### config.mk
export PLATFORM = sky130hd
export DESIGN_NAME = counter_clock_downsample
export DESIGN_NICKNAME = d
export VERILOG_FILES = /design/src/rtl/counter_clock_downsample_pkg.sv /design/src/rtl/counter_clock_downsample_cnt.sv /design/src/rtl/counter_clock_downsample.sv
export SDC_FILE = /design/constraint.sdc
export NUM_CORES = 1
export LEC_CHECK = 0
export CORE_AREA = 4 4 41 43
export DETAILED_ROUTE_END_ITERATION = 12
export DIE_AREA = 0 0 45 47
export GPL_ROUTABILITY_DRIVEN = 0
export PLACE_DENSITY = 0.75
export SETUP_SLACK_MARGIN = 0.1
export SLEW_MARGIN = 20
export SYNTH_ARGS = -nofsm -noshare
export SYNTH_HDL_FRONTEND = slang
export SYNTH_HIERARCHICAL = 1
export SYNTH_SLANG_ARGS = --single-unit
### constraint.sdc
create_clock -name clk_i -period 2.2 [get_ports clk_i]
set_input_delay 0.33 -clock clk_i [delete_from_list [all_inputs] [get_ports clk_i]]
set_output_delay 0.33 -clock clk_i [all_outputs]
set_load 0.005 [all_outputs]
### src/rtl/counter_clock_downsample_pkg.sv
// Shared constants and types for the RGMII reference clock divider.
// Divide values assume a 250 MHz source clock.
package counter_clock_downsample_pkg;

    localparam int unsigned WIDTH_DEFAULT = 7;

    localparam int unsigned DIV_1G   = 0;
    localparam int unsigned DIV_100M = 4;
    localparam int unsigned DIV_10M  = 49;

    typedef enum logic [1:0] {
        SPEED_10M  = 2'b00,
        SPEED_100M = 2'b01,
        SPEED_1G   = 2'b10
    } speed_e;

    function automatic int unsigned speed_to_div(input speed_e speed);
        int unsigned div;
        case (speed)
            SPEED_1G:   div = DIV_1G;
            SPEED_100M: div = DIV_100M;
            default:    div = DIV_10M;
        endcase
        return div;
    endfunction

endpackage

### src/rtl/counter_clock_downsample_cnt.sv
// Half-period cycle counter: counts up to val_i, flags wrap_o and clears on the same edge.
module counter_clock_downsample_cnt
    import counter_clock_downsample_pkg::*;
#(
    parameter int width_p = WIDTH_DEFAULT
) (
    input  logic               clk_i,
    input  logic               reset_n_i,
    input  logic [width_p-1:0] val_i,
    output logic               wrap_o
);

    logic [width_p-1:0] cnt_reg;
    logic [width_p-1:0] cnt_next;

    // >= rather than == so a val_i lowered below the count ends the phase at once
    assign wrap_o = (cnt_reg >= val_i);

    always_comb begin
        cnt_next = cnt_reg + width_p'(1);
        if (wrap_o) begin
            cnt_next = '0;
        end
    end

    always_ff @(posedge clk_i or negedge reset_n_i) begin
        if (!reset_n_i) begin
            cnt_reg <= '0;
        end else begin
            cnt_reg <= cnt_next;
        end
    end

endmodule

### src/rtl/counter_clock_downsample.sv
// Programmable 50%-duty clock divider; period of clk_r_o is 2*(val_i+1) clk_i cycles.
// Define COUNTER_CLOCK_DOWNSAMPLE_STROBE_EN to add the toggle_o strobe output.
module counter_clock_downsample
    import counter_clock_downsample_pkg::*;
#(
    parameter int width_p = WIDTH_DEFAULT
) (
    input  logic               clk_i,
    input  logic               reset_n_i,
    input  logic [width_p-1:0] val_i,
    output logic               clk_r_o
`ifdef COUNTER_CLOCK_DOWNSAMPLE_STROBE_EN
    ,
    output logic               toggle_o
`endif
);

    logic wrap;
    logic clk_r_reg;

    counter_clock_downsample_cnt #(
        .width_p (width_p)
    ) u_cnt (
        .clk_i     (clk_i),
        .reset_n_i (reset_n_i),
        .val_i     (val_i),
        .wrap_o    (wrap)
    );

    always_ff @(posedge clk_i or negedge reset_n_i) begin
        if (!reset_n_i) begin
            clk_r_reg <= 1'b0;
        end else if (wrap) begin
            clk_r_reg <= ~clk_r_reg;
        end
    end

    assign clk_r_o = clk_r_reg;

`ifdef COUNTER_CLOCK_DOWNSAMPLE_STROBE_EN
    // Gated with reset so a zero val_i does not strobe while the counter is held
    assign toggle_o = wrap & reset_n_i;
`endif

endmodule

==> results.toml <==
[route]
wirelength_mm = 1.07
ant_nets = 0
avgRoutedWirePerCell_um = 12.8
drt_iter0_drc = 2
drt_pass1_iterations = 4
drc = 0
viasPerCell = 5.32
vias = 447

[pwr]
seqPwrFrac_pct = 37.9
ir_drop_mv = 0.646
power.switching_uw = 312
power_density_nw_per_um2 = 1140
clockPowerShare_pct = 14.2
p_leak_uw = 0.000328
p_sw_share_pct = 40.5
intPower_uw = 459
power_frac_comb_pct = 47.8

[die]
start_util_pct = 40.8
io_pins = 10
core_um2 = 1300
die_w_um = 45
num_rows = 13
die_area_um2 = 2120
die_h_um = 47

[status]
status = "finished clean"

[yosys]
synth_warnings = 6
ys_types = 18
ys_ff_latch = 8
syn_area_um2 = 531
seq_area_frac_synth_pct = 37.7
synthesis.nets = 72
synthCells = 55
avgSynthCellArea_um2 = 9.65

[cts]
clkLatencyLatePin_ns = 0.25
clockRootBuffer = "clkbuf_4"
clk_pin_slew_ns = 0.05
h-tree-depth = 1
cts_resized = 0
cts_tree = "built"
numCtsBuffers = 3
clock_sinks = 8
cts_buffer_depth = 2
hold_buffers = 0
cts_setup_buffers = 0

[worst_setup_path]
crit_type = "input port to flip-flop"
arrival_ns = 1.99
worstReg2RegStart = "u_cnt/cnt_reg[4]"
cp-start-kind = "input port"
cp.required_ns = 2.37
startpoint = "val_i[6]"
critPathMaxFanout = 8
crit_path_end_kind = "flip-flop"
rr_worst_depth = 5

[final_layout]
multi_input_area_um2 = 300
drive_gt1_share_pct = 10.1
antenna_cells_inserted = 0
nets = 88
final-seq-area_um2 = 200
syn_to_final_growth_pct = 27.6
stdcell_area_um2 = 677
final_cell_mix = "clkdlybuf4s50_1, dfrtp_1, inv_1, ha_1"
final_common_cell = "clkdlybuf4s50_1"
largest_reg_flops = 7
n_fill_cell = 136
final_cells = 84

[timing]
finalSetupTns_ns = 0
rsz0062_at_grt = "no"
finClkSkew_ns = 0.00472
layout_min_cycle_time_ns = 1.82
fmax_mhz = 550
maxSlewViolCount = 0
worst_slew_pin_slew_ns = 0.637
period_share_pct = 82.6
max_slew_margin_pct = 57.2
hold_viol = 0
setup_viol = 0

[place]
place_area_um2 = 654
hpwlAfterDp_um = 836
placed_cells = 81
io_buffers = 9

[global_route]
grt_overflow = 0
grt_max_degree = 9
grtUsageTotal_pct = 11.9
grt_pass1_vias = 457
antenna_found_initial = 0
grt_pass1_wl_mm = 1.79

[flow_run]
cap_viol_max_count = 0

[worst_hold_path]
hold_path_class = "input port to asynchronous set/reset pin"
[worst max-delay path: stages]
cell and delay [ns]:
clkdlybuf4s50_1 0.45, inv_1 0.04, ha_1 0.28, nand2_1 0.07, o21ai_1 0.53, a21o_1 0.15, xor2_1 0.14
[layer usage]
| metal | routed length, um | share of wire [%] | GRT usage (%) | up-vias |
|---|---|---|---|---|
| met2 | 538 | 50 | 19.8 | 10 |
| li1 | - | - | - | 225 |
| met1 | 466 | 43 | 13.6 | 210 |
| met3 | 49 | 4.6 | 5.75 | 2 |
| met5 | 0 | 0 | 0 | - |
| met4 | 19 | 1.8 | 3.51 | 0 |
[per-stage QoR]
stage	worst slack (ns)	utilization, %	hold WS, ns	power [uW]
after CTS	0.379	52.0	0.365	778
after global placement	0.211	50.3	0.459	642
after floorplan	0.708	-	0.0344	527
after detailed placement	0.0998	50.3	0.476	663
final	0.382	52.0	0.358	771
after global routing	0.251	52.0	0.370	853
[kinds of logic (layout without fill, tap and decap cells)]
logic type,after synthesis,after routing,share of synthesized area [%]
compound gates,15,15,19.6
buf+inv,8,22,5.66
xor+xnor,4,4,6.60
fa+ha+maj,8,8,18.9
flops,8,8,37.7
simple gates,12,12,11.6
[power by group through the flow]
stage	Combinational [uW]	Clock (uW)	Sequential, uW
CTS	372	114	291
floorplan	252	0	276
detailed placement	370	0	293
finish	369	110	292
global route	429	123	302
global placement	350	0	291
[cells in the mapped netlist]
library cell | count | area share (%)
dfrtp_1 | 8 | 38
ha_1 | 8 | 19
inv_1 | 8 | 5.7
a211oi_1 | 5 | 7.1
nand2_1 | 5 | 3.5
a21oi_1 | 3 | 2.8
xor2_1 | 3 | 5.0
nand3_1 | 2 | 1.9
o21ai_0 | 2 | 1.9
o21ai_1 | 2 | 1.9
or3_1 | 2 | 2.4
a21o_1 | 1 | 1.4
a221oi_1 | 1 | 1.7
a221oi_2 | 1 | 2.8
nand3_2 | 1 | 1.9
nor2_1 | 1 | 0.71
nor2b_1 | 1 | 1.2
xnor2_1 | 1 | 1.7
[final cells by class]
type | instances | area share, %
multi-input combinational | 39 | 44.4
sequential | 8 | 29.6
timing repair buffer | 11 | 15.5
inverter | 8 | 4.44
clock buffer | 3 | 3.33
tap | 15 | 2.77
[path summary, 6_finish.rpt]
| kind | end | slack [ns] |
|---|---|---|
| worst min register to register | clk_r_o | 0.47 |
| min in group clk_i | clk_r_o | 0.47 |
| worst max-delay path | clk_r_o | 0.38 |
| worst min-delay path | u_cnt/cnt_reg[2] | 0.36 |
| max in group asynchronous | clk_r_o | 1.57 |
| worst max register to register | clk_r_o | 0.49 |
Note: power is estimated with default switching activity, not from simulation.
